--- config.mk ---
export PLATFORM = sky130hd
export DESIGN_NAME = ex_muldiv_unit_flat
export DESIGN_NICKNAME = d
export VERILOG_FILES = /design/src/rtl/muldiv_pkg.sv /design/src/rtl/ex_muldiv_unit_if.sv /design/src/rtl/muldiv_step.sv /design/src/rtl/ex_muldiv_unit.sv /design/src/flat_wrapper.sv
export SDC_FILE = /design/constraint.sdc
export NUM_CORES = 1
export LEC_CHECK = 0
export CELL_PAD_IN_SITES_DETAIL_PLACEMENT = 1
export CELL_PAD_IN_SITES_GLOBAL_PLACEMENT = 1
export CORE_UTILIZATION = 52
export DETAILED_ROUTE_END_ITERATION = 12
export DONT_BUFFER_PORTS = 1
export GPL_ROUTABILITY_DRIVEN = 0
export GPL_TIMING_DRIVEN = 1
export PLACE_DENSITY = 0.95
export SYNTH_ARGS = -nofsm -noshare
export SYNTH_HDL_FRONTEND = slang
export SYNTH_SLANG_ARGS = --single-unit
--- constraint.sdc ---
create_clock -name Clock -period 5.9 [get_ports Clock]
set_input_delay 1.18 -clock Clock [delete_from_list [all_inputs] [get_ports Clock]]
set_output_delay 1.18 -clock Clock [all_outputs]
set_load 0.02 [all_outputs]
--- src/rtl/muldiv_pkg.sv ---
// Shared definitions for the EX-stage multiply/divide unit.
//   Op codes     : 4-bit operation codes carried on the Op port
//   stateT       : FSM state encoding (IDLE, CALC, FIX)
//   cntWidth()   : width of the iteration counter, clog2(WIDTH/UNROLL)
package muldiv_pkg;

  typedef logic [3:0] opT;

  localparam opT MULT  = 4'd0;
  localparam opT MULTU = 4'd1;
  localparam opT DIV   = 4'd2;
  localparam opT DIVU  = 4'd3;
  localparam opT MTHI  = 4'd4;
  localparam opT MTLO  = 4'd5;
  localparam opT MADD  = 4'd6;
  localparam opT MADDU = 4'd7;
  localparam opT MSUB  = 4'd8;
  localparam opT MSUBU = 4'd9;

  typedef enum logic [1:0] {
    IDLE = 2'd0,
    CALC = 2'd1,
    FIX  = 2'd2
  } stateT;

  // Counter holds WIDTH/UNROLL-1 down to 0; never narrower than one bit.
  function automatic int unsigned cntWidth(input int unsigned width, input int unsigned unroll);
    int unsigned iters;
    iters = width / unroll;
    return (iters > 1) ? $clog2(iters) : 1;
  endfunction

endpackage

--- src/rtl/ex_muldiv_unit_if.sv ---
// Issue/result bundle between the EX stage and the multiply/divide unit.
//   master (EX stage) drives : Start, Op, A, B, Flush, MfReq
//   slave  (muldiv unit)     : Busy, Done, Stall, Hi, Lo
interface ex_muldiv_unit_if
  import muldiv_pkg::*;
#(
  parameter int unsigned WIDTH = 32
);
  logic             Start;
  opT               Op;
  logic [WIDTH-1:0] A;
  logic [WIDTH-1:0] B;
  logic             Flush;
  logic             MfReq;
  logic             Busy;
  logic             Done;
  logic             Stall;
  logic [WIDTH-1:0] Hi;
  logic [WIDTH-1:0] Lo;

  modport master (output Start, Op, A, B, Flush, MfReq,
                  input  Busy, Done, Stall, Hi, Lo);
  modport slave  (input  Start, Op, A, B, Flush, MfReq,
                  output Busy, Done, Stall, Hi, Lo);
endinterface

--- src/rtl/muldiv_step.sv ---
// One radix-2 iteration on the shared {hi,lo} work pair.
//   isDiv=0 : shift-add multiply step; hi is the partial product, lo the multiplier
//   isDiv=1 : restoring divide step; hi is the partial remainder, lo the dividend/quotient
// Ports: isDiv, hiIn/loIn (current pair), opnd (multiplicand or divisor), hiOut/loOut (next pair)
module muldiv_step #(
  parameter int unsigned WIDTH = 32
) (
  input  logic             isDiv,
  input  logic [WIDTH-1:0] hiIn,
  input  logic [WIDTH-1:0] loIn,
  input  logic [WIDTH-1:0] opnd,
  output logic [WIDTH-1:0] hiOut,
  output logic [WIDTH-1:0] loOut
);

  logic [WIDTH:0]   addSum;
  logic [WIDTH:0]   remShift;
  logic [WIDTH-1:0] remDiff;

  // Compare rather than test the borrow so a zero divisor yields all-ones quotient.
  always_comb begin
    addSum   = {1'b0, hiIn} + (loIn[0] ? {1'b0, opnd} : (WIDTH + 1)'(0));
    remShift = {hiIn, loIn[WIDTH-1]};
    remDiff  = remShift[WIDTH-1:0] - opnd;
    hiOut    = addSum[WIDTH:1];
    loOut    = {addSum[0], loIn[WIDTH-1:1]};
    if (isDiv) begin
      if (remShift >= {1'b0, opnd}) begin
        hiOut = remDiff;
        loOut = {loIn[WIDTH-2:0], 1'b1};
      end else begin
        hiOut = remShift[WIDTH-1:0];
        loOut = {loIn[WIDTH-2:0], 1'b0};
      end
    end
  end

endmodule

--- src/rtl/ex_muldiv_unit.sv ---
// Multi-cycle multiply/divide unit with architectural HI/LO, beside the ALU in EX.
// Ports:
//   Clock : rising-edge clock
//   Reset : asynchronous active-low reset
//   bus   : ex_muldiv_unit_if.slave (Start/Op/A/B/Flush/MfReq in; Busy/Done/Stall/Hi/Lo out)
// Stall is combinational (Busy & (MfReq | Start)); all other outputs are registered.
// Optional: define MULDIV_MADD_EN to enable MADD/MADDU/MSUB/MSUBU accumulate ops.
module ex_muldiv_unit
  import muldiv_pkg::*;
#(
  parameter int unsigned WIDTH  = 32,
  parameter int unsigned UNROLL = 1
) (
  input logic              Clock,
  input logic              Reset,
  ex_muldiv_unit_if.slave  bus
);

  localparam int unsigned ITERS    = WIDTH / UNROLL;
  localparam int unsigned CW       = cntWidth(WIDTH, UNROLL);
  localparam logic [CW-1:0] CNT_INIT = CW'(ITERS - 1);

  stateT            state;
  logic [CW-1:0]    cnt;
  logic             busyQ, doneQ;
  logic [WIDTH-1:0] hiQ, loQ;
  logic [WIDTH-1:0] workHi, workLo, opnd;
  logic             isDiv, negRes, negRem;
  logic [WIDTH-1:0] stepHi, stepLo;

  // Operation decode and operand magnitudes for the issuing instruction.
  logic             opMul, opDiv, opSigned, signA, signB;
  logic [WIDTH-1:0] absA, absB;
  always_comb begin
    opMul    = 1'b0;
    opDiv    = 1'b0;
    opSigned = 1'b0;
    case (bus.Op)
      MULT:  begin opMul = 1'b1; opSigned = 1'b1; end
      MULTU: opMul = 1'b1;
      DIV:   begin opDiv = 1'b1; opSigned = 1'b1; end
      DIVU:  opDiv = 1'b1;
`ifdef MULDIV_MADD_EN
      MADD, MSUB:   begin opMul = 1'b1; opSigned = 1'b1; end
      MADDU, MSUBU: opMul = 1'b1;
`endif
      default: ;
    endcase
    signA = opSigned & bus.A[WIDTH-1];
    signB = opSigned & bus.B[WIDTH-1];
    absA  = signA ? -bus.A : bus.A;
    absB  = signB ? -bus.B : bus.B;
  end

`ifdef MULDIV_MADD_EN
  logic accEn, accSub, opAcc, opSub;
  assign opAcc = (bus.Op == MADD) | (bus.Op == MADDU) | (bus.Op == MSUB) | (bus.Op == MSUBU);
  assign opSub = (bus.Op == MSUB) | (bus.Op == MSUBU);
`endif

  // UNROLL iteration steps chained combinationally per CALC cycle.
  for (genvar i = 0; i < UNROLL; i++) begin : gStep
    logic [WIDTH-1:0] hiIn, loIn, hiNext, loNext;
    if (i == 0) begin : gFirst
      assign hiIn = workHi;
      assign loIn = workLo;
    end else begin : gChain
      assign hiIn = gStep[i-1].hiNext;
      assign loIn = gStep[i-1].loNext;
    end
    muldiv_step #(.WIDTH(WIDTH)) uStep (
      .isDiv (isDiv),
      .hiIn  (hiIn),
      .loIn  (loIn),
      .opnd  (opnd),
      .hiOut (hiNext),
      .loOut (loNext)
    );
  end
  assign stepHi = gStep[UNROLL-1].hiNext;
  assign stepLo = gStep[UNROLL-1].loNext;

  // Sign correction and final HI/LO values used in FIX.
  logic [2*WIDTH-1:0] prodMag, prodRes, hiLoNext;
  logic [WIDTH-1:0]   quot, rem;
  always_comb begin
    prodMag  = {workHi, workLo};
    prodRes  = negRes ? -prodMag : prodMag;
    hiLoNext = prodRes;
`ifdef MULDIV_MADD_EN
    if (accEn) hiLoNext = accSub ? ({hiQ, loQ} - prodRes) : ({hiQ, loQ} + prodRes);
`endif
    quot = negRes ? -workLo : workLo;
    rem  = negRem ? -workHi : workHi;
  end

  // Control FSM, work registers and architectural HI/LO.
  always_ff @(posedge Clock or negedge Reset) begin
    if (!Reset) begin
      state  <= IDLE;
      cnt    <= '0;
      busyQ  <= 1'b0;
      doneQ  <= 1'b0;
      hiQ    <= '0;
      loQ    <= '0;
      workHi <= '0;
      workLo <= '0;
      opnd   <= '0;
      isDiv  <= 1'b0;
      negRes <= 1'b0;
      negRem <= 1'b0;
`ifdef MULDIV_MADD_EN
      accEn  <= 1'b0;
      accSub <= 1'b0;
`endif
    end else begin
      doneQ <= 1'b0;
      if (bus.Flush) begin
        state <= IDLE;
        busyQ <= 1'b0;
        cnt   <= '0;
      end else begin
        case (state)
          IDLE: begin
            if (bus.Start) begin
              if (bus.Op == MTHI) begin
                hiQ <= bus.A;
              end else if (bus.Op == MTLO) begin
                loQ <= bus.A;
              end else if (opMul | opDiv) begin
                workHi <= '0;
                workLo <= absA;
                opnd   <= absB;
                isDiv  <= opDiv;
                // Divide by zero keeps the raw all-ones quotient.
                negRes <= (signA ^ signB) & ~(opDiv & (bus.B == '0));
                negRem <= signA;
                cnt    <= CNT_INIT;
                busyQ  <= 1'b1;
                state  <= CALC;
`ifdef MULDIV_MADD_EN
                accEn  <= opAcc;
                accSub <= opSub;
`endif
              end
            end
          end
          CALC: begin
            workHi <= stepHi;
            workLo <= stepLo;
            cnt    <= cnt - CW'(1);
            if (cnt == '0) state <= FIX;
          end
          FIX: begin
            if (isDiv) begin
              hiQ <= rem;
              loQ <= quot;
            end else begin
              {hiQ, loQ} <= hiLoNext;
            end
            doneQ <= 1'b1;
            busyQ <= 1'b0;
            state <= IDLE;
          end
          default: state <= IDLE;
        endcase
      end
    end
  end

  assign bus.Busy  = busyQ;
  assign bus.Done  = doneQ;
  assign bus.Hi    = hiQ;
  assign bus.Lo    = loQ;
  assign bus.Stall = busyQ & (bus.MfReq | bus.Start);

endmodule

--- src/flat_wrapper.sv ---
// flat-port wrapper written by rule: the top's interface ports become plain ports
module ex_muldiv_unit_flat import muldiv_pkg::*;
#(
  parameter int unsigned WIDTH  = 32,
  parameter int unsigned UNROLL = 1
)
  (Clock, Reset, bus_Start, bus_Op, bus_A, bus_B, bus_Flush, bus_MfReq, bus_Busy, bus_Done, bus_Stall, bus_Hi, bus_Lo);
  ex_muldiv_unit_if #(.WIDTH(WIDTH)) bus_i ();
  input logic Clock;
  input logic Reset;
  input wire logic [$bits(bus_i.Start)-1:0] bus_Start;
  input wire logic [$bits(bus_i.Op)-1:0] bus_Op;
  input wire logic [$bits(bus_i.A)-1:0] bus_A;
  input wire logic [$bits(bus_i.B)-1:0] bus_B;
  input wire logic [$bits(bus_i.Flush)-1:0] bus_Flush;
  input wire logic [$bits(bus_i.MfReq)-1:0] bus_MfReq;
  output wire logic [$bits(bus_i.Busy)-1:0] bus_Busy;
  output wire logic [$bits(bus_i.Done)-1:0] bus_Done;
  output wire logic [$bits(bus_i.Stall)-1:0] bus_Stall;
  output wire logic [$bits(bus_i.Hi)-1:0] bus_Hi;
  output wire logic [$bits(bus_i.Lo)-1:0] bus_Lo;
  assign bus_i.Start = bus_Start;
  assign bus_i.Op = bus_Op;
  assign bus_i.A = bus_A;
  assign bus_i.B = bus_B;
  assign bus_i.Flush = bus_Flush;
  assign bus_i.MfReq = bus_MfReq;
  assign bus_Busy = bus_i.Busy;
  assign bus_Done = bus_i.Done;
  assign bus_Stall = bus_i.Stall;
  assign bus_Hi = bus_i.Hi;
  assign bus_Lo = bus_i.Lo;
  ex_muldiv_unit #(.WIDTH(WIDTH), .UNROLL(UNROLL)) u_core (.Clock(Clock), .Reset(Reset), .bus(bus_i));
endmodule
-- Word level (Yosys, flattened, before mapping)
Index checks and enable logic that the tools add are counted.
- eq/ne operators: 18
- shift-type cells: 0
- $mul: 0
- $lt $le $gt $ge: 1
- reduce and logical (&&, ||, !) cells: 18
- add/subtract/negate cells: 8
- multiplexer cells: 53
- bitwise gates (word level): 12
- div/mod/pow operators: 0
- operators by type and width (operator ; number):
    $mux 32 ; 23
    $pmux 32 s2 ; 4
    $neg 32->32 ; 4
    $mux 64 ; 1
    $neg 64->64 ; 1
    $add 32x33->33 ; 1
    $ge 33x32->1 ; 1
    $logic_not 32->1 ; 1
    $sub 32x32->32 ; 1
    $mux 5 ; 5
    $reduce_and 5->1 ; 4
    $mux 2 ; 6
    $reduce_and 6->1 ; 2
    $mux 1 ; 11
    $pmux 5 s2 ; 1
    $ne 3x3->1 const B ; 3
    $eq 4x2->1 const B ; 2
    $eq 4x3->1 const B ; 2
    $ne 2x1->1 const B ; 3
    $ne 2x2->1 const B ; 3
    $ne 3x2->1 const B ; 2
    $reduce_bool 3->1 ; 2
    $reduce_or 2->1 ; 3
    $and 1x1->1 ; 5
    other kinds (14) ; 19
- output and inout port bits: 67
- RAM bits: 0
- input bits: 73
- memories kept: 0
- latch bits: 0
- register bits after elaboration: 172
- ROM bits: 0

-- Depth between registers and ports, before layout
Gate-level depths: netlist of run 1.
- word-level depth: 10
- mapped depth: 16
- gate-level depth less buffers: 14

-- By module
Synthesis of run 1 repeated with hierarchy kept, for this count alone.
- cell total of the unflattened synthesis: 1938
- area, all modules: 15172.1 um2
- modules (own cells, without submodules) (module ; instances ; cells each ; area each (um2)):
    ex_muldiv_unit ; 1 ; 1267 ; 10473.8
    muldiv_step ; 1 ; 671 ; 4698.3

-- Worst setup path before layout of run 1
No wires, ideal clock.
- kind: input port to flip-flop
- start: input bus_A[2]
- end: register u_core.workLo[28] (netlist: u_core.gStep[0].loIn[28])
- library setup time: 0.131 ns
- setup slack: 2.457 ns
- arrival time: 3.312 ns
- cell stages on the path: 10
- path through: clkbuf_1 -> or4_1 -> nor3_1 -> nand2_1 -> nor4_2 -> nand3_1 -> o41ai_1 -> xnor2_1 -> o21ai_0 -> o21ai_1
- cells in the longest elaborated chain, start to end: 7
- ends and longest elaborated chain (item ; line ; source):
    from (decl) ; flat_wrapper.sv:13 ; input wire logic [$bits(bus_i.A)-1:0] bus_A;
    $neg 32->32 ; ex_muldiv_unit.sv:51 ; absA = signA ? -bus.A : bus.A;
    $mux 32 ; ex_muldiv_unit.sv:51 ;
    $mux 32 ; ex_muldiv_unit.sv:130 ; end else if (opMul | opDiv) begin
    $mux 32 ; ex_muldiv_unit.sv:128 ; end else if (bus.Op == MTLO) begin
    $mux 32 ; ex_muldiv_unit.sv:126 ; if (bus.Op == MTHI) begin
    $mux 32 ; ex_muldiv_unit.sv:125 ; if (bus.Start) begin
    $pmux 32 s2 ; ex_muldiv_unit.sv:123 ; case (state)
    to (signal assigned) ; ex_muldiv_unit.sv:132 ; workLo <= absA;
    to (signal assigned) ; ex_muldiv_unit.sv:150 ; workLo <= stepLo;
    to (decl) ; ex_muldiv_unit.sv:27 ; logic [WIDTH-1:0] workHi, workLo, opnd;
Every way passes these cells. The select of a mux whose other input is x is not followed.
A chain may end at the register's enable or synchronous reset.

-- Worst setup path after layout of run 1
- start: register u_core.workLo[0] (netlist: u_core.gStep[0].loIn[0])
- end: register u_core.workHi[29] (netlist: u_core.gStep[0].hiIn[29])
- cells in the longest elaborated chain, start to end: 4
- ends and longest elaborated chain (item ; line ; source):
    $mux 32 ; muldiv_step.sv:22 ; addSum = {1'b0, hiIn} + (loIn[0] ? {1'b0, opnd} : (WIDTH + 1)'(0));
    $add 32x33->33 ; muldiv_step.sv:22 ;
    $mux 32 ; muldiv_step.sv:27 ; if (isDiv) begin
    $pmux 32 s2 ; ex_muldiv_unit.sv:123 ;
    to (signal assigned) ; ex_muldiv_unit.sv:149 ; workHi <= stepHi;
    to (decl) ; ex_muldiv_unit.sv:27 ;
Every way passes these cells.

==> key figures, run 1 <==
Setup path
  – CP endpoint kind: register
  – Worst R2R Setup Slack: around 1100 ps
  – Worst Path Buf+Inv: 1
  – Crit path max fanout: 32
  – CP required: 6200 ps
  – Startpoint Class: register
  – CP max stage delay: approximately 840 ps
  – Crit path max-delay family: compound AO/OA/AOI/OAI gates
  – Reg2reg start: u_core.gStep[0].loIn[0]
  – Critical Path AT: about 5000 ps
  – Ordered cell list for the critical path: inv_1 > nor2_1 > ha_1 > nor2b_1 > o31ai_1 > a21oi_1 > nand4_1 > o21bai_1 > a211oi_1 > o21ai_0 > a221oi_1 > xor2_1 > o21ai_0
  – Slowest CP cell: inv_1
  – R2R depth: 13
  – Crit path kind: register to register
  – Reg-to-reg endpoint: u_core.gStep[0].hiIn[29]
  – Worst setup path startpoint: u_core.gStep[0].loIn[0]
  – Top cell by count, worst path: o21ai_0

Global route
  – Overflow after GRT: 0
  – Vias in the first global route: 15376
  – GRT Util Overall: 0.3720
  – Largest net degree at the start of global routing: ~170
  – Initial antenna violation count: 0
  – First-pass GRT wire length: ~84 mm

Drt
  – Total number of vias: approximately 15000
  – Wirelength per Cell: ~24 µm
  – Final wirelength: 52.28 mm
  – # DRC: 0
  – Pre-antenna DRT Iters: 5
  – Number of vias per cell: roughly 6.8
  – Routed Antenna Nets: 0
  – DR iter-0 viols: ~1700

Logic synthesis
  – Register area share after synthesis: 0.2979
  – Post-synth ARST share: 1.000
  – EDFF count, synth: 0
  – Distinct cells, synth: 72
  – Post-Syn Nets: 2024
  – Synth Register Bits: approximately 170
  – Mapped cell area: approximately 14000 µm²
  – Mapped Cells: 1879
  – Synth Area per Inst: 7.688 µm²
  – Ys Warns: 0
  – Most frequently used flop master after synthesis: dfrtp_1

Clock tree
  – CTS tree: yes
  – Worst-path clk slew: 80 ps
  – Postcts setup bufs: 0
  – Clock buffer depth: 2
  – Resized cells post-CTS: 0
  – H-tree levels: 4
  – Cts bufs inserted: 17
  – Clock Root Buffer: clkbuf_16
  – Cts hold-fix bufs: 0
  – CTS sink cnt: about 170
  – Clock Latency Late Sink: 460 ps

Finish
  – # diodes: 0
  – Area delta synth->final: 4.963%
  – Design area: roughly 15000 µm²
  – Fin nets: between 1500 and 2000
  – Non-filler cells, final: about 2200
  – Finished Core Util: 0.5595
  – Share of cells above drive strength 1: 0.03720

Timing
  – Setup_tns: 0 ps
  – RSZ-0062 raised after global routing: no
  – Worst clock skew: between 20 and 25 ps
  – Slew Limit Fails: 0
  – Worst-margin pin slew: around 1300 ps
  – Max_slew headroom: 0.1585
  – Period utilisation layout: 0.8128
  – Min Tclk post-route: approximately 4800 ps
  – Final hold violation count: 0
  – Setup-failing EPs final: 0
  – Max Fclk: between 200 and 250 MHz

Die
  – Die ar.: between 20000 and 30000 µm²
  – Core Box Area: about 27000 µm²
  – Initial Util: 0.5331
  – Die height: roughly 170 µm
  – Ports: 140
  – Die width: roughly 170 µm
  – FP Rows: 60

Pwr
  – Clock power share: 0.144
  – Pleak: between 0.006 and 0.007 µW
  – Sequential share of power: 0.301
  – Maximum VDD drop: 0.2851 mV
  – Pwr per Cell Area: between 500 and 600 nW/µm²
  – Combinational share of power: 0.555
  – Net Sw Power: approximately 4200 µW
  – Cell internal pwr: 3856 µW
  – Total Power: 8070 µW
  – Switching Share: 0.5222

Placement
  – Hpwl dp: 36.74 mm
  – PortBufs: 0
  – DP Area: 14590 µm²
  – Post-Place Cells: 2142

Job
  – Max-cap violations: 0

Status
  – Outcome: complete, no violations

Hold path
  – Worst min path class: input port to async pin
## Yosys cell counts, drive strengths merged, types with 11 or more instances
library cell	count	area [µm²]
a21oi	121	605.6
o211ai	14	105.1
nor4	20	137.6
and3	13	81.33
nand3	30	155.1
dfrtp	172	4304
inv	65	244.0
nor2b	12	75.07
nor3	37	201.5
o31ai	51	382.9
nand2	258	968.4
o21ai	224	1125
mux2i	53	530.5
a211oi	13	97.59
a31oi	11	68.82
clkbuf	111	417.9
xnor2	94	823.3
ha	70	875.8
a22oi	15	112.6
xor2	81	709.4
or3	14	97.59
nor2	197	742.0
a21o	33	247.7
o21a	12	90.09
o41ai	14	122.6
nand4	16	100.1
## per-layer routing
layer	GRT usage	routed length [µm]
met5	0	0
met2	0.6220	24720
met3	0.07692	4752
met1	0.4484	20250
met4	0.2028	2551
## worst max path at each step
stage,to,cells past startpoint
floorplan,u_core.gStep[0].loIn[28],10
global placement,u_core.gStep[0].hiIn[31],13
detailed placement,u_core.gStep[0].hiIn[29],13
CTS,u_core.gStep[0].hiIn[29],13
global route,u_core.gStep[0].hiIn[29],13
finish,u_core.gStep[0].hiIn[29],13
## power groups by stage
stage	sequential (µW)	combinational [µW]	clock, µW
floorplan	2070	3410	0
global placement	2370	4000	0
detailed placement	2410	4260	0
CTS	2390	4350	1160
global route	2470	4850	1190
finish	2430	4480	1160
## stage by stage
stage | hold WS (ps) | setup WS [ps]
6_report | 410.0 | 1104
5_1_grt | 406.2 | 903.5
4_1_cts | 412.6 | 1334
3_5_place_dp | 471.1 | 1519
3_3_place_gp | 461.3 | 1818
2_1_floorplan | 449.8 | 2457
## kinds of logic (layout without fill, tap and decap cells)
kind of cell	Yosys count	after routing	share of synthesized area
mux	54	54	0.03750
fa+ha+maj	72	72	0.06340
buf+inv	186	108	0.04885
flops	172	172	0.2979
xor+xnor	175	175	0.1061
compound gates	578	578	0.2464
simple gates	642	642	0.1998
## final cells by class
type | instances | area (µm²)
sequential | 172 | 4308
fill | 3324 | 11940
clock inverter | 14 | 152.6
timing repair buffer | 12 | 90.09
multi-input combinational | 1521 | 9478
tap | 372 | 465.4
clock buffer | 17 | 425.4
inverter | 65 | 244.0
## layout by cell type, fill, tap and decap left out, types with 8 or more instances in the layout
cell type,synthesis,routed
nor2_1,196,195
nor3_1,35,34
a21o_1,33,33
a211oi_1,13,13
nor2b_1,12,11
buf_4,0,12
a221oi_1,8,8
dfrtp_1,172,171
nand4_1,16,16
a22oi_1,15,15
nor4_1,18,18
ha_1,70,70
mux2i_1,53,53
o41ai_1,14,14
or3_1,12,11
o211ai_1,14,14
xor2_1,81,81
o21ai_0,212,212
o21a_1,12,12
clkbuf_16,0,17
inv_1,65,65
o31ai_1,51,51
xnor2_1,94,94
a21oi_1,121,121
o21ai_1,11,9
nand2b_1,9,9
and3_1,13,13
or4_1,8,8
nand3_1,29,29
a22o_1,10,10
nand2_1,258,257
a31oi_1,11,11
## sequential cells by signal, summed over array words and instances, names as in the netlist
register	cells
u_core.negRem	1
u_core.opnd	32
u_core.cnt	5
u_core.bus.Busy	1
u_core.gStep.loIn	32
u_core.state	2
u_core.gStep.hiIn	32
u_core.bus.Lo	32
u_core.bus.Hi	32
u_core.isDiv	1
u_core.negRes	1
u_core.bus.Done	1
(Power assumes the default switching activity.)
==> run 2: changes to the inputs <==
CORE_UTILIZATION = 49   (was 52)
PLACE_DENSITY = 0.93   (was 0.95)
clock period = 4.7 ns   (was 5.9 ns; I/O delays follow)
==> run 2 against run 1 <==
  * Sequential power grew 23%
  * Clock power grew 27%
  * Cell count rose by 1.1%
  * Critical path depth stayed put
  * Clock skew down 5.1 ps
==> key figures, run 2 (synthesized netlist as in run 1, its figures left out) <==
Status
  – Outcome: complete, no violations

Job
  – Max-cap violations: 0 (unchanged)

Setup path
  – Top cell by count, worst path: o21ai_0
  – Worst R2R Setup Slack: 400 ps (-700 ps)
  – Ordered cell list for the critical path: inv_1 > nor2_1 > ha_1 > nor2b_1 > o31ai_1 > a21oi_1 > nand4_1 > o21bai_1 > a211oi_1 > o21ai_0 > a221oi_1 > xor2_1 > o21ai_0
  – Reg-to-reg endpoint: u_core.gStep[0].hiIn[29]
  – Crit path max-delay family: compound AO/OA/AOI/OAI gates
  – Critical Path End: u_core.gStep[0].hiIn[29]
  – CP required: 5010 ps (-1190 ps)
  – Worst Path Buf+Inv: 1 (unchanged)
  – Crit path max fanout: 9 (-72%)
  – Worst setup path startpoint: u_core.gStep[0].loIn[0]
  – Crit path kind: register to register
  – CP max stage delay: 600 ps (-240 ps)
  – Reg2reg start: u_core.gStep[0].loIn[0]
  – Slowest CP cell: a211oi_1
  – Number of cells on the critical path: 13 (unchanged)
  – Startpoint Class: register
  – Critical Path AT: 4610 ps (-490 ps)
  – R2R depth: 13 (unchanged)
  – CP endpoint kind: register

Timing
  – Max_slew headroom: 0.1728 (+0.01430)
  – Worst clock skew: 17.91 ps (-5.056 ps)
  – Worst-margin pin slew: 1234 ps (-21.33 ps)
  – Min Tclk post-route: 4296 ps (-499.9 ps)
  – Slew Limit Fails: 0 (unchanged)
  – Final hold violation count: 0 (unchanged)
  – Period utilisation layout: 0.9140 (+0.1012)
  – RSZ-0062 raised after global routing: no
  – Max Fclk: 232.8 MHz (+12%)
  – Setup-failing EPs final: 0 (unchanged)
  – Setup_tns: 0 ps (unchanged)

Pwr
  – Cell internal pwr: 4937 µW (+28%)
  – Pwr per Cell Area: 672.5 nW/µm² (+26%)
  – Combinational share of power: 0.564 (+0.009)
  – Net Sw Power: 5333 µW (+27%)
  – Switching Share: 0.5193 (-0.002850)
  – Pleak: 0.006659 µW (+0.60%)
  – Sequential share of power: 0.292 (-0.009)
  – Maximum VDD drop: 0.5651 mV (+98%)
  – Clock power share: 0.143 (about the same)

Die
  – Die width: 173.7 µm (+3.0%)
  – FP Rows: 62 (+3.3%)
  – Initial Util: 0.5006 (-0.03245)
  – Ports: 140 (unchanged)
  – Die ar.: 30170 µm² (+6.1%)
  – Core Box Area: 28860 µm² (+6.5%)
  – Die height: 173.7 µm (+3.0%)

Drt
  – Wirelength per Cell: 23.79 µm (-1.1%)
  – Total number of vias: 14569 (-0.85%)
  – DR iter-0 viols: 1513 (-13%)
  – Number of vias per cell: 6.634 (-1.9%)
  – Pre-antenna DRT Iters: 5 (unchanged)
  – Final wirelength: 52.25 mm (about the same)
  – # DRC: 0 (unchanged)
  – Routed Antenna Nets: 0 (unchanged)

Finish
  – Area delta synth->final: 5.708%
  – Share of cells above drive strength 1: 0.04305 (+0.005845)
  – # diodes: 0 (unchanged)
  – Fin nets: 1944 (+0.52%)
  – Design area: 15270 µm² (+0.71%)
  – Most common cell after layout, fill and taps aside: nand2_1
  – Most frequent cells in the layout: 257 x nand2_1, 212 x o21ai_0, 195 x nor2_1

Clock tree
  – H-tree levels: 4 (unchanged)
  – CTS sink cnt: 172 (unchanged)
  – Clock buffer depth: 2 (unchanged)
  – CTS tree: yes
  – Postcts setup bufs: 0 (unchanged)
  – Resized cells post-CTS: 0 (unchanged)
  – Cts hold-fix bufs: 0 (unchanged)
  – Cts bufs inserted: 17 (unchanged)
  – Clock Root Buffer: clkbuf_16
  – Worst-path clk slew: 80 ps (about the same)
  – Clock Latency Late Sink: 450 ps (about the same)

Global route
  – GRT Util Overall: 0.3469 (-0.02514)
  – Largest net degree at the start of global routing: 173 (unchanged)
  – Initial antenna violation count: 0 (unchanged)
  – Overflow after GRT: 0 (unchanged)
  – Vias in the first global route: 15213 (-1.1%)
  – First-pass GRT wire length: 83.02 mm (-1.2%)

Placement
  – Hpwl dp: 38.13 mm (+3.8%)
  – PortBufs: 0 (unchanged)
  – DP Area: 14690 µm² (+0.70%)

Hold path
  – Worst min path class: input port to async pin
==> run 2: cell types whose count changed in the layout (fill, tap and decap cells not counted) <==
cell / delta
clkinv_4: -5
inv_6: +3
clkinvlp_4: +5
buf_4: +9
bufinv_16: +1
buf_12: +1
inv_8: -3
clkinv_8: -1
clkinv_2: +1
==> run 2: final cells by class <==
cell class                 instances  area, µm²
multi-input combinational       1521       9478
sequential                       172       4308
tap                              384      480.5
inverter                          65      244.0
clock buffer                      17      425.4
fill                            3570      13590
clock inverter                    15      157.7
timing repair buffer              22      177.7
==> run 2: how the worst min path moves through the flow <==
stage,start,to,depth (start not counted)
floorplan,u_core.opnd[10],u_core.opnd[10],2
global placement,u_core.opnd[25],u_core.opnd[25],2
detailed placement,u_core.opnd[20],u_core.opnd[20],2
CTS,Reset,u_core.opnd[0],0
global route,Reset,u_core.bus.Lo[8],0
finish,Reset,u_core.bus.Hi[3],0
==> run 2: layer usage <==
layer  up-vias  global-route usage  part of all wire
met5         -                   0                 0
met4         0              0.1747             0.047
met3       182             0.07215             0.083
met2       770              0.5798              0.47
met1      7118              0.4232              0.40
li1       6499                   -                 -
==> run 2: stage by stage <==
| stage | power (µW) | hold slack [ps] | std cells | util | setup WS [ps] |
|---|---|---|---|---|---|
| 2_1_floorplan | 6879 | 449.8 | 1879 | - | 1317 |
| 3_3_place_gp | 8131 | 460.2 | 2164 | 0.5090 | 833.4 |
| 3_5_place_dp | 8516 | 474.7 | 2164 | 0.5090 | 571.2 |
| 4_1_cts | 10070 | 179.9 | 2196 | 0.5292 | 476.9 |
| 5_1_grt | 10820 | 167.0 | 2196 | 0.5292 | 195.4 |
| 6_report | 10270 | 186.2 | 2196 | 0.5292 | 404.2 |
==> run 2: worst reg2reg max path, cell delays in order, from the launching register on <==
cell and delay, ps:
dfrtp_1 490, inv_1 320, nor2_1 80, ha_1 350, nor2b_1 180, o31ai_1 450
a21oi_1 290, nand4_1 200, o21bai_1 160, a211oi_1 600, o21ai_0 290, a221oi_1 370
xor2_1 240, o21ai_0 130
==> run 2: power groups by stage <==
| stage | Clock [µW] | Sequential, µW | Combinational, µW |
|---|---|---|---|
| 2_1_floorplan | 0 | 2600 | 4280 |
| 3_3_place_gp | 0 | 2940 | 5190 |
| 3_5_place_dp | 0 | 2990 | 5530 |
| 4_1_cts | 1470 | 2970 | 5630 |
| 5_1_grt | 1530 | 3050 | 6240 |
| 6_report | 1470 | 3000 | 5790 |
==> run 3: changes to the inputs <==
RECOVER_POWER = 100   (was unset)
==> run 3 against run 2 <==
  * Sequential power about the same
  * Largest cell class unchanged
  * The flow now finishes with violations (max-capacitance violations, max-slew violations)
  * Sequential share of layout area increased by 0.14 points
  * Critical path type unchanged
  * Cell count unchanged
==> key figures, run 3 (synthesized netlist as in run 1, its figures left out) <==
Status
  – Outcome: complete, but fails checks
  – Failing checks: max-capacitance violations, max-slew violations

Global route
  – GRT Util Overall: 0.3469 (unchanged)
  – First-pass GRT wire length: 83.02 mm (unchanged)
  – Largest net degree at the start of global routing: 173 (unchanged)
  – Initial antenna violation count: 0 (unchanged)
  – Vias in the first global route: 15213 (unchanged)
  – Overflow after GRT: 0 (unchanged)

Die
  – Die width: 173.7 µm (unchanged)
  – Die ar.: 30170 µm² (unchanged)
  – Initial Util: 0.5006 (unchanged)
  – Core Box Area: 28860 µm² (unchanged)
  – Ports: 140 (unchanged)
  – Die height: 173.7 µm (unchanged)
  – FP Rows: 62 (unchanged)

Finish
  – Filler Cell Count: 3578 (+0.22%)
  – Share of cells above drive strength 1: 0.03587 (-0.007174)
  – Most common cell after layout, fill and taps aside: nand2_1
  – Fin nets: 1944 (unchanged)
  – Non-filler cells, final: 2196 (unchanged)
  – Multi-input gate area: 9437 µm² (-0.44%)
  – Sequential cell area: 4308 µm² (unchanged)
  – Most frequent cells in the layout: 258 x nand2_1, 218 x o21ai_0, 196 x nor2_1
  – # diodes: 0 (unchanged)
  – Area delta synth->final: 5.170%

Drt
  – Wirelength per Cell: 23.81 µm (about the same)
  – Number of vias per cell: 6.623 (-0.17%)
  – Pre-antenna DRT Iters: 5 (unchanged)
  – # DRC: 0 (unchanged)
  – Routed Antenna Nets: 0 (unchanged)
  – Final wirelength: 52.29 mm (about the same)
  – DR iter-0 viols: 1443 (-4.6%)
  – Total number of vias: 14544 (-0.17%)

Timing
  – Final hold violation count: 0 (unchanged)
  – Period utilisation layout: 0.9389 (+0.02494)
  – Min Tclk post-route: 4413 ps (+117.2 ps)
  – Max_slew headroom: -0.4446 (-0.6174)
  – Setup_tns: 0 ps (unchanged)
  – Hold_ws: 186.5 ps (+0.2530 ps)
  – Worst-margin pin slew: 2165 ps (+930.5 ps)
  – Slew Limit Fails: 224 (+224)
  – Worst Setup Slack, final: 287.0 ps (-117.2 ps)
  – Max Fclk: 226.6 MHz (-2.7%)
  – RSZ-0062 raised after global routing: no
  – Setup-failing EPs final: 0 (unchanged)
  – Worst clock skew: 17.57 ps (-0.3431 ps)

Clock tree
  – CTS tree: yes
  – Cts hold-fix bufs: 0 (unchanged)
  – Resized cells post-CTS: 0 (unchanged)
  – Postcts setup bufs: 0 (unchanged)
  – Clock Root Buffer: clkbuf_16
  – H-tree levels: 4 (unchanged)
  – Cts bufs inserted: 17 (unchanged)
  – CTS sink cnt: 172 (unchanged)
  – Clock buffer depth: 2 (unchanged)
  – Clock Latency Late Sink: 450 ps (about the same)
  – Worst-path clk slew: 80 ps (about the same)

Pwr
  – Combinational share of power: 0.562 (-0.002)
  – Sequential share of power: 0.294 (+0.002)
  – Clock power share: 0.144 (about the same)
  – Maximum VDD drop: 0.4853 mV (-14%)
  – Pleak: 0.006617 µW (-0.63%)
  – Pwr per Cell Area: 672.9 nW/µm² (about the same)
  – Switching Share: 0.5195 (about the same)
  – Total Power: 10220 µW (-0.45%)
  – Net Sw Power: 5311 µW (-0.41%)
  – Cell internal pwr: 4912 µW (-0.49%)

Setup path
  – Worst Path Buf+Inv: 1 (unchanged)
  – Critical Path AT: 4740 ps (+130 ps)
  – Crit path kind: register to register
  – CP endpoint kind: register
  – Ordered cell list for the critical path: ha_1 > nand3_1 > nor4_1 > a21boi_0 > o31a_1 > a21oi_1 > o211ai_1 > clkbuf_2 > mux2i_1 > nand2_1 > a32o_1
  – CP required: 5030 ps (+20 ps)
  – Crit path max fanout: 44 (+35)
  – Startpoint Class: register
  – Crit path max-delay family: compound AO/OA/AOI/OAI gates
  – CP max stage delay: 1000 ps (+400 ps)
  – Slowest CP cell: clkbuf_2

Hold path
  – Worst min path class: input port to async pin

Placement
  – Hpwl dp: 38.13 mm (unchanged)
  – Post-Place Cells: 2164 (unchanged)
  – Place WS: 571.2 ps (unchanged)
  – PortBufs: 0 (unchanged)

Job
  – Max-cap violations: 5 (+5)
## run 3: metrics by stage
stage,util,instance area (µm²)
global route,0.5265,15190
CTS,0.5292,15270
detailed placement,0.5090,14690
global placement,0.5090,14690
finish,0.5265,15190
floorplan,-,14450
## run 3: layout make-up
type                       count  area share
clock inverter                15     0.01038
clock buffer                  17     0.02800
sequential                   172      0.2835
timing repair buffer          22    0.009306
multi-input combinational   1521      0.6211
tap                          384     0.03162
inverter                      65     0.01606
## run 3: layer usage
| metal | part of all wire | up-vias | global-route usage | routed length, µm |
|---|---|---|---|---|
| li1 | - | 6495 | - | - |
| met1 | 0.40 | 7118 | 0.4232 | 21070 |
| met2 | 0.47 | 738 | 0.5798 | 24370 |
| met3 | 0.081 | 193 | 0.07215 | 4251 |
| met4 | 0.050 | 0 | 0.1747 | 2600 |
| met5 | 0 | - | 0 | 0 |
## run 3: final timing paths
path	start	end	slack, ps	cells past startpoint
max	u_core.gStep[0].hiIn[9]	u_core.gStep[0].hiIn[31]	290	11
min	Reset	u_core.bus.Hi[3]	190	0
max reg2reg	u_core.gStep[0].hiIn[9]	u_core.gStep[0].hiIn[31]	290	11
min reg2reg	u_core.opnd[8]	u_core.opnd[8]	480	2
max in group asynchronous	Reset	u_core.gStep[0].hiIn[6]	4140	0
min in group Clock	u_core.opnd[8]	u_core.opnd[8]	480	2
## run 3: power by group through the flow
stage                     Combinational (µW)  Sequential [µW]  Clock, µW
after floorplan                         4280             2600          0
after global placement                  5190             2940          0
after detailed placement                5530             2990          0
after CTS                               5630             2970       1470
after global routing                    6190             3050       1530
final                                   5750             3000       1480
